[src/rtl/exc_pkg.sv]
// rtl/exc_pkg.sv - shared types and constants for the exception/interrupt controller
package exc_pkg;

  typedef enum logic [1:0] {
    ST_USER   = 2'd0,
    ST_DRAIN  = 2'd1,
    ST_VECTOR = 2'd2,
    ST_KERNEL = 2'd3
  } state_e;

  localparam int          CAUSE_EXC   = 0;
  localparam logic [31:0] VEC_EXC_DEF = 32'h8000_0008;
  localparam logic [31:0] VEC_IRQ_DEF = 32'h8000_0004;

  // Channel index width; a single channel still needs one bit to stay legal.
  function automatic int idx_w(input int n);
    return (n > 1) ? $clog2(n) : 1;
  endfunction

endpackage

[src/rtl/irq_prio_enc.sv]
// rtl/irq_prio_enc.sv - lowest-index-wins priority encoder over the armed interrupt lines
module irq_prio_enc #(
  parameter int N     = 4,
  parameter int IDX_W = 2
) (
  input  logic [N-1:0]     req,
  output logic             valid,
  output logic [IDX_W-1:0] idx
);

  // Scan high to low so the last hit, the lowest index, is what remains.
  always_comb begin
    valid = 1'b0;
    idx   = '0;
    for (int i = N - 1; i >= 0; i--) begin
      if (req[i]) begin
        valid = 1'b1;
        idx   = IDX_W'(i);
      end
    end
  end

endmodule

[src/rtl/exc_irq_ctrl.sv]
// rtl/exc_irq_ctrl.sv - trap sequencer: arbitrate, drain pipeline, vector, track kernel mode
module exc_irq_ctrl
  import exc_pkg::*;
#(
  parameter int              N_IRQ   = 4,
  parameter int              PC_W    = 32,
  parameter logic [PC_W-1:0] VEC_EXC = PC_W'(VEC_EXC_DEF),
  parameter logic [PC_W-1:0] VEC_IRQ = PC_W'(VEC_IRQ_DEF),
  parameter int              CAUSE_W = 1 + idx_w(N_IRQ)
) (
  input  logic               clk,
  input  logic               reset,
  input  logic [N_IRQ-1:0]   irq,
  input  logic               exc_req,
  input  logic [PC_W-1:0]    pc_cur,
  input  logic               mask_we,
  input  logic [N_IRQ-1:0]   mask_wdata,
  input  logic               eret,
  input  logic               flush_ack,
  output logic               flush_req,
  output logic               vec_valid,
  output logic [PC_W-1:0]    vec_pc,
  output logic [PC_W-1:0]    epc,
  output logic [CAUSE_W-1:0] cause,
  output logic               ker,
  output logic [N_IRQ-1:0]   mask,
  output logic [N_IRQ-1:0]   pending,
  output logic               double_fault
);

  localparam int IDX_W = CAUSE_W - 1;

  state_e             state_q, state_d;
  logic [N_IRQ-1:0]   irq_q, pending_q, pending_d, mask_q, mask_d;
  logic [N_IRQ-1:0]   irq_rise, take_clr, armed;
  logic [PC_W-1:0]    epc_q, epc_d, vec_pc_q, vec_pc_d;
  logic [CAUSE_W-1:0] cause_q, cause_d;
  logic               df_q, df_d;
  logic               enc_valid, trap;
  logic [IDX_W-1:0]   enc_idx;

  assign armed = pending_q & mask_q;

  irq_prio_enc #(.N(N_IRQ), .IDX_W(IDX_W)) u_prio_enc (
    .req   (armed),
    .valid (enc_valid),
    .idx   (enc_idx)
  );

  assign trap = (state_q == ST_USER) && (exc_req || enc_valid);

  always_ff @(posedge clk or negedge reset) begin
    if (!reset) state_q <= ST_USER;
    else        state_q <= state_d;
  end

  always_comb begin
    state_d = state_q;
    case (state_q)
      ST_USER:   if (trap)      state_d = ST_DRAIN;
      ST_DRAIN:  if (flush_ack) state_d = ST_VECTOR;
      ST_VECTOR:                state_d = ST_KERNEL;
      ST_KERNEL: if (eret)      state_d = ST_USER;
      default:                  state_d = ST_USER;
    endcase
  end

  always_comb begin
    epc_d    = epc_q;
    cause_d  = cause_q;
    vec_pc_d = vec_pc_q;
    df_d     = df_q;
    take_clr = '0;
    mask_d   = mask_we ? mask_wdata : mask_q;
    irq_rise = irq & ~irq_q;
    if (trap) begin
      epc_d   = pc_cur;
      cause_d = exc_req ? CAUSE_W'(CAUSE_EXC) : {1'b1, enc_idx};
    end
    // Target is registered on leaving DRAIN so it is stable for the whole VECTOR cycle.
    if (state_q == ST_DRAIN && flush_ack)
      vec_pc_d = cause_q[CAUSE_W-1] ? VEC_IRQ : VEC_EXC;
    if (state_q == ST_VECTOR && cause_q[CAUSE_W-1])
      take_clr = N_IRQ'(1) << cause_q[IDX_W-1:0];
    if (state_q == ST_KERNEL && exc_req)
      df_d = 1'b1;
    // A fresh edge on the channel being taken must not be lost.
    pending_d = (pending_q & ~take_clr) | irq_rise;
  end

  always_ff @(posedge clk or negedge reset) begin
    if (!reset) begin
      irq_q     <= '0;
      pending_q <= '0;
      mask_q    <= '0;
      epc_q     <= '0;
      vec_pc_q  <= '0;
      cause_q   <= '0;
      df_q      <= 1'b0;
    end else begin
      irq_q     <= irq;
      pending_q <= pending_d;
      mask_q    <= mask_d;
      epc_q     <= epc_d;
      vec_pc_q  <= vec_pc_d;
      cause_q   <= cause_d;
      df_q      <= df_d;
    end
  end

  always_comb begin
    flush_req    = (state_q == ST_DRAIN);
    vec_valid    = (state_q == ST_VECTOR);
    ker          = (state_q == ST_VECTOR) || (state_q == ST_KERNEL);
    vec_pc       = vec_pc_q;
    epc          = epc_q;
    cause        = cause_q;
    mask         = mask_q;
    pending      = pending_q;
    double_fault = df_q;
  end

endmodule
[config.mk]
export PLATFORM = sky130hd
export DESIGN_NAME = exc_irq_ctrl
export DESIGN_NICKNAME = d
export VERILOG_FILES = /design/src/rtl/exc_pkg.sv /design/src/rtl/irq_prio_enc.sv /design/src/rtl/exc_irq_ctrl.sv
export SDC_FILE = /design/constraint.sdc
export NUM_CORES = 1
export LEC_CHECK = 0
export CORE_UTILIZATION = 40
export CTS_BUF_LIST = sky130_fd_sc_hd__clkbuf_8
export DETAILED_ROUTE_END_ITERATION = 7
export PLACE_DENSITY = 0.91
export SLEW_MARGIN = 0
export SYNTH_ARGS = -nofsm -noshare
export SYNTH_HDL_FRONTEND = slang
export SYNTH_SLANG_ARGS = --single-unit
export TNS_END_PERCENT = 30
[constraint.sdc]
create_clock -name clk -period 2.1 [get_ports clk]
set_input_delay 0.525 -clock clk [delete_from_list [all_inputs] [get_ports clk]]
set_output_delay 0.525 -clock clk [all_outputs]
set_load 0.02 [all_outputs]
==> results.cfg, run 1 <==
[status]
run_status = completed

[global_routing]
global_route.overflow_total = 0
grt_start_max_net_pins = 25
grt_antenna_before_repair = 0
first_global_vias = 1582
grt_usage_pct = 16.4
grt_pass1_wl_mm = 7.73

[clock_tree]
tritoncts_num_sinks = 53
cts.path.max_buffers = 2
ctsHoldBuffers = 0
cts.clk_slew.worst_paths_ns = 0.09
worst_skew_pair_later_pin_latency_ns = 0.30
cts_made_buffers = 5
cts.htree.levels = 2
tritoncts = yes
clock-root-buffer = sky130_fd_sc_hd__clkbuf_8

[worst_setup_path]
r2r-start = state_q[0]
start_kind = register
cp_max_fo = 4
path_class = reg -> out
crit_path_max_incr_delay_ns = 0.41
crit_buf_inv = 3
cp_top_family = buffers and inverters
crit_chain = inv_1 -> ha_1 -> buf_4 -> dlygate4sd2_1
worst_ep_required_time_ns = 1.57
reg2reg_depth = 5
timing.reg2reg.setup_slack_ns = 0.36
regToRegEndpoint = epc[16]
critPathSlowestCell = sky130_fd_sc_hd__dfrtp_1
endpoint_kind = primary output
arrival_ns = 1.49

[yosys]
netlist-cell-type-count = 33
yosysSeqAreaShare_pct = 56.6
muxShareOfSynthArea_pct = 17.7
synthesis.instances = 178
synth-compound-area-share_pct = 7.63
postSynthAreaPerCell_um2 = 13.2
synth.ff_latch_count = 53
largest_family_of_logic_cells_by_synthesized_area = multiplexers
yosys_warnings = 0
mappedNetlistArea_mm2 = 0.00234
post_synth_xor_xnor_area_pct = 0
synth_simple_gate_area_share_pct = 3.58
arithmetic_cell_share_of_the_synthesized_area_counting_full_adders_half_adders_and_majority_gates_pct = 2.14

[timing]
setup_violations = 0
rsz_0062_raised_after_global_routing = no
timing_max_transition_violations_final = 0
fin_skew_ns = 0.00468
fmax_mhz = 496
hold_viol_final = 0
finalHoldWorstSlack_ns = 0.117
final_period_minus_worst_setup_slack_ns = 2.02
post-route-period-util_pct = 96.0

[floorplan]
standard_cell_core_area_mm2 = 0.00557
placement_rows = 27
chipHeight_um = 78.5
area_of_the_die_mm2 = 0.00617
num_io_pins = 125
start_util_pct = 42.0
die-width_um = 78.5

[routing]
num_vias = 1635
routedWlPerCell_um = 13.3
drcViolationCount = 0
first_iter_violations = 58
drt_pre_antenna_iters = 4
ant_nets = 0
wl_mm = 4.75
avgViaCountPerCell = 4.59

[power]
power.density_cell_area_mw_per_mm2 = 1490
static-leakage-power_nw = 1.50
peakVddDrop_mv = 0.831

[placement]
dp_cells = 347
gp_congestion = 0.779
post_detailed_placement_half_perimeter_wirelength_mm = 3.69
numPortBuffers = 95

[layout]
fillCellCount = 454
seq_area_mm2 = 0.00133
mostFrequentLayoutCell = sky130_fd_sc_hd__clkdlybuf4s50_1
nets = 333
final_cells = 356
area_delta_synth_final_pct = 46.2
layout.core_utilization_pct = 61.5
antenna_cells = 0
layout-drive-gt1-share_pct = 19.7
most_frequent_cells_in_the_layout = sky130_fd_sc_hd__clkdlybuf4s50_1, sky130_fd_sc_hd__dfrtp_1, sky130_fd_sc_hd__mux2_2, sky130_fd_sc_hd__conb_1, sky130_fd_sc_hd__o21ai_0
multiInputGateArea_um2 = 837

[run]
max_cap_viol_count = 0

[worst_hold_path]
hold_path.class = in -> async
==> metrics by stage <==
step / power, mW / worst slack, ns / TNS [ns] / instance area (µm²)
2_1_floorplan: 3.26 / 0.343 / 0 / 2450
3_3_place_gp: 4.38 / -0.0677 / -2.08 / 3310
3_5_place_dp: 4.46 / -0.105 / -2.80 / 3310
4_1_cts: 5.17 / 0.0270 / 0 / 3430
5_1_grt: 5.42 / 0.0169 / 0 / 3430
6_report: 5.12 / 0.0843 / 0 / 3430
==> report_power, final <==
group	leakage, nW	internal [mW]	switching, mW
logic	0.829	1.42	1.26
registers	0.609	1.45	0.279
clock network	0.0574	0.388	0.321
==> worst max path at each step <==
stage | endpoint | from | depth (start not counted)
CTS | ker | state_q[0] | 4
floorplan | epc[13] | mask[1] | 4
detailed placement | epc[6] | exc_req | 5
finish | vec_valid | state_q[0] | 4
global route | vec_valid | state_q[0] | 4
global placement | epc[18] | exc_req | 5
==> worst register-to-register path, cell delays in order, from the launching register on <==
cell                      delay (ns)
sky130_fd_sc_hd__dfrtp_1        0.41
sky130_fd_sc_hd__inv_1          0.14
sky130_fd_sc_hd__ha_1           0.44
sky130_fd_sc_hd__o21ai_4        0.14
sky130_fd_sc_hd__buf_12         0.18
sky130_fd_sc_hd__mux2_1         0.31
==> cells by family after synthesis <==
family	Yosys count
DFF	53
muxes	37
AOI/OAI and AO/OA	27
other	1
adders and majority gates	4
and+or+nand+nor	15
buffers and inverters	41
==> Yosys cell counts <==
cell | number | share of area, %
sky130_fd_sc_hd__nor2_1 | 1 | 0.16
sky130_fd_sc_hd__mux2i_1 | 1 | 0.43
sky130_fd_sc_hd__o21ai_4 | 1 | 0.69
sky130_fd_sc_hd__mux2_1 | 2 | 0.96
sky130_fd_sc_hd__a221o_1 | 1 | 0.43
sky130_fd_sc_hd__inv_1 | 8 | 1.3
sky130_fd_sc_hd__nand2b_1 | 1 | 0.27
sky130_fd_sc_hd__o21ai_0 | 11 | 2.3
sky130_fd_sc_hd__nand2_1 | 4 | 0.64
sky130_fd_sc_hd__dfrtp_1 | 53 | 57
sky130_fd_sc_hd__a31o_2 | 1 | 0.37
sky130_fd_sc_hd__or2_2 | 1 | 0.27
sky130_fd_sc_hd__buf_4 | 29 | 9.3
sky130_fd_sc_hd__a21o_1 | 1 | 0.32
sky130_fd_sc_hd__conb_1 | 1 | 0.16
sky130_fd_sc_hd__a21oi_1 | 5 | 1.1
sky130_fd_sc_hd__clkbuf_1 | 1 | 0.16
sky130_fd_sc_hd__ha_1 | 4 | 2.1
sky130_fd_sc_hd__mux2_2 | 34 | 16
sky130_fd_sc_hd__a22o_1 | 1 | 0.37
sky130_fd_sc_hd__a311oi_1 | 1 | 0.37
sky130_fd_sc_hd__a22oi_1 | 2 | 0.64
sky130_fd_sc_hd__nor2b_1 | 2 | 0.53
sky130_fd_sc_hd__buf_6 | 3 | 1.4
sky130_fd_sc_hd__nand3_1 | 1 | 0.21
sky130_fd_sc_hd__o21a_1 | 1 | 0.32
sky130_fd_sc_hd__o211ai_1 | 1 | 0.32
sky130_fd_sc_hd__nand3b_1 | 1 | 0.32
sky130_fd_sc_hd__nand4_1 | 1 | 0.27
sky130_fd_sc_hd__nor4_1 | 1 | 0.27
sky130_fd_sc_hd__a221oi_1 | 1 | 0.37
sky130_fd_sc_hd__or3b_2 | 1 | 0.37
sky130_fd_sc_hd__and3_1 | 1 | 0.27
==> sequential cells by signal (all words and copies together) (netlist names) <==
register	flops
epc	32
irq_q	4
mask	4
pending	4
cause	3
vec_pc	3
state_q	2
double_fault	1
==> metal layers <==
metal | GRT usage [%] | wire [µm]
met1 | 21.2 | 1970
met3 | 5.12 | 332
met2 | 25.7 | 2370
met5 | 0 | 0
met4 | 6.11 | 70
==> area by class of cell <==
cell class | count | share of cell area [%]
Tap cell | 72 | 2.63
Sequential cell | 53 | 38.7
Inverter | 8 | 0.876
Timing Repair Buffer | 103 | 29.9
Multi-Input combinational cell | 112 | 24.4
Clock inverter | 2 | 1.10
Clock buffer | 6 | 2.41
==> what timing repair did <==
item	in CTS	in global routing
cloned	0	0
endpoints found under the setup margin	3	1
pin swaps	0	0
gates resized for setup	5	1
setup buffers	0	1
Power figures use the tool's default switching activity.
==> inputs of run 2 (changes only) <==
--- a/config.mk
+++ b/config.mk
@@ -5,10 +5,11 @@
 export SDC_FILE = /design/constraint.sdc
 export NUM_CORES = 1
 export LEC_CHECK = 0
-export CORE_UTILIZATION = 40
+export CORE_UTILIZATION = 36
 export CTS_BUF_LIST = sky130_fd_sc_hd__clkbuf_8
 export DETAILED_ROUTE_END_ITERATION = 7
-export PLACE_DENSITY = 0.91
+export GPL_ROUTABILITY_DRIVEN = 0
+export PLACE_DENSITY = 0.87
 export SLEW_MARGIN = 0
 export SYNTH_ARGS = -nofsm -noshare
 export SYNTH_HDL_FRONTEND = slang
==> constraint.sdc (replaced) <==
create_clock -name clk -period 1.6 [get_ports clk]
set_input_delay 0.4 -clock clk [delete_from_list [all_inputs] [get_ports clk]]
set_output_delay 0.4 -clock clk [all_outputs]
set_load 0.02 [all_outputs]
==> results.cfg, run 2 (synthesized netlist as in run 1, its figures left out) <==
[status]
run_status = complete, but fails checks
violations = negative setup slack

[worst_setup_path]
cp-startpoint = state_q[1]
path_class = reg -> out
worst_ep_required_time_ns = 1.20
cp_max_fo = 4
critPathSlowestCell = sky130_fd_sc_hd__dfrtp_2
crit_chain = ha_2 -> or2_2 -> buf_6
arrival_ns = 1.38
crit_path_max_incr_delay_ns = 0.46
regToRegEndpoint = epc[10]
r2r-start = pending[1]
timing.reg2reg.setup_slack_ns = -0.15
reg2reg_depth = 6
start_kind = register
endpoint_kind = primary output

[floorplan]
num_io_pins = 125
placement_rows = 29
chipHeight_um = 82.7
die-width_um = 82.7
start_util_pct = 37.1
standard_cell_core_area_mm2 = 0.00631
area_of_the_die_mm2 = 0.00684

[placement]
placedInstanceArea_mm2 = 0.00344
numPortBuffers = 95
post_detailed_placement_half_perimeter_wirelength_mm = 3.94

[timing]
worst_slack_ns = -0.176
setup_tns_ns = -3.86
hold_viol_final = 0
setup_violations = 35
final_period_minus_worst_setup_slack_ns = 1.78
timing_max_transition_violations_final = 0
post-route-period-util_pct = 111
fmax_mhz = 563
fin_skew_ns = 0.00537
rsz_0062_raised_after_global_routing = yes

[power]
power.density_cell_area_mw_per_mm2 = 1980
static-leakage-power_nw = 1.80
post-layout-total-power_mw = 7.60
peakVddDrop_mv = 1.06

[worst_hold_path]
hold_path.class = in -> async

[layout]
layout.core_utilization_pct = 60.7
most_frequent_cells_in_the_layout = sky130_fd_sc_hd__dfrtp_1, sky130_fd_sc_hd__dlygate4sd2_1, sky130_fd_sc_hd__clkdlybuf4s50_1, sky130_fd_sc_hd__conb_1, sky130_fd_sc_hd__mux2_2
area_delta_synth_final_pct = 63.6
nets = 358
mostFrequentLayoutCell = sky130_fd_sc_hd__dfrtp_1
stdcell_area_mm2 = 0.00383
largest_reg_flops = 32
antenna_cells = 0
layout-drive-gt1-share_pct = 31.4

[routing]
wl_mm = 5.42
first_iter_violations = 74
drt_pre_antenna_iters = 4
drcViolationCount = 0
ant_nets = 0
avgViaCountPerCell = 4.56
routedWlPerCell_um = 14.1
num_vias = 1761

[global_routing]
groute.layer.met3.usage_pct = 4.73
grtUsageMet1_pct = 20.5
global_route.overflow_total = 0
grt_usage_pct = 15.9
grt_pass1_wl_mm = 8.04
grt_start_max_net_pins = 54
global_route.usage.met2_pct = 25.8
globalRoute.busiestLayer = met2
grt_antenna_before_repair = 0
first_global_vias = 1720

[clock_tree]
cts.clk_slew.worst_paths_ns = 0.09
tritoncts = yes
cts.htree.levels = 2
cts_made_buffers = 5
cts.path.max_buffers = 2
tritoncts_num_sinks = 53
clock-root-buffer = sky130_fd_sc_hd__clkbuf_8
worst_skew_pair_later_pin_latency_ns = 0.29

[run]
max_cap_viol_count = 0
==> run 2: changes by cell type in the layout (fill, tap and decap cells not counted), moves of 3 or more <==
| cell | change |
|---|---|
| sky130_fd_sc_hd__buf_6 | +8 |
| sky130_fd_sc_hd__ha_1 | -4 |
| sky130_fd_sc_hd__dlygate4sd2_1 | +43 |
| sky130_fd_sc_hd__ha_4 | +3 |
| sky130_fd_sc_hd__dfrtp_1 | -3 |
| sky130_fd_sc_hd__buf_12 | +4 |
| sky130_fd_sc_hd__dfrtp_2 | +3 |
| sky130_fd_sc_hd__clkdlybuf4s50_1 | -48 |
| sky130_fd_sc_hd__buf_4 | +12 |
| sky130_fd_sc_hd__clkdlybuf4s15_1 | +3 |
| sky130_fd_sc_hd__mux2_2 | -15 |
| sky130_fd_sc_hd__mux2_4 | +17 |
==> run 2: layer usage <==
metal / vias up / share of wire, %
li1: 819 / -
met1: 873 / 41
met2: 67 / 53
met3: 2 / 6.2
met4: 0 / 0.35
met5: - / 0
==> run 2: stage by stage <==
step | std cells | hold slack, ns | setup slack, ns
finish | 386 | 0.0807 | -0.176
global route | 386 | 0.103 | -0.207
CTS | 384 | 0.0865 | -0.213
detailed placement | 367 | 0.404 | -0.455
global placement | 367 | 0.401 | -0.410
floorplan | 206 | 0.104 | -0.102
==> run 2: final cells by class <==
type / instances / area (µm²)
clock buffers: 6 / 82.6
clock inverters: 2 / 37.5
fillers: 525 / 2480
inverters: 8 / 32.5
multi-input cells: 112 / 965
flip-flops and latches: 53 / 1330
well taps: 77 / 96.3
repair buffers: 128 / 1290
==> run 2: where the power goes <==
part	switching, mW	internal, mW	total, mW
combinational	2.02	2.41	4.44
sequential	0.328	1.91	2.24
clock	0.420	0.509	0.929
total	2.77	4.83	7.60
==> run 2: worst max path at each step <==
stage | endpoint | cells past startpoint
after floorplan | epc[13] | 4
after global placement | epc[29] | 5
after detailed placement | epc[11] | 5
after CTS | ker | 3
after global routing | epc[10] | 6
final | ker | 3
==> run 2: repair_timing <==
item	4_1_cts	5_1_grt
gates cloned	2	0
setup endpoints to repair	83	41
hold buffers	0	0
resized for setup	95	20
setup buffers	7	3
pin swaps	3	6
==> run 2: worst max-delay path: cells and delay by family, from the launching register on <==
kind,cells,cell delay (ns)
flip-flops,1,0.46
adder cells (fa/ha/maj),1,0.19
buffers and inverters,1,0.14
AND/OR/NAND/NOR,1,0.30
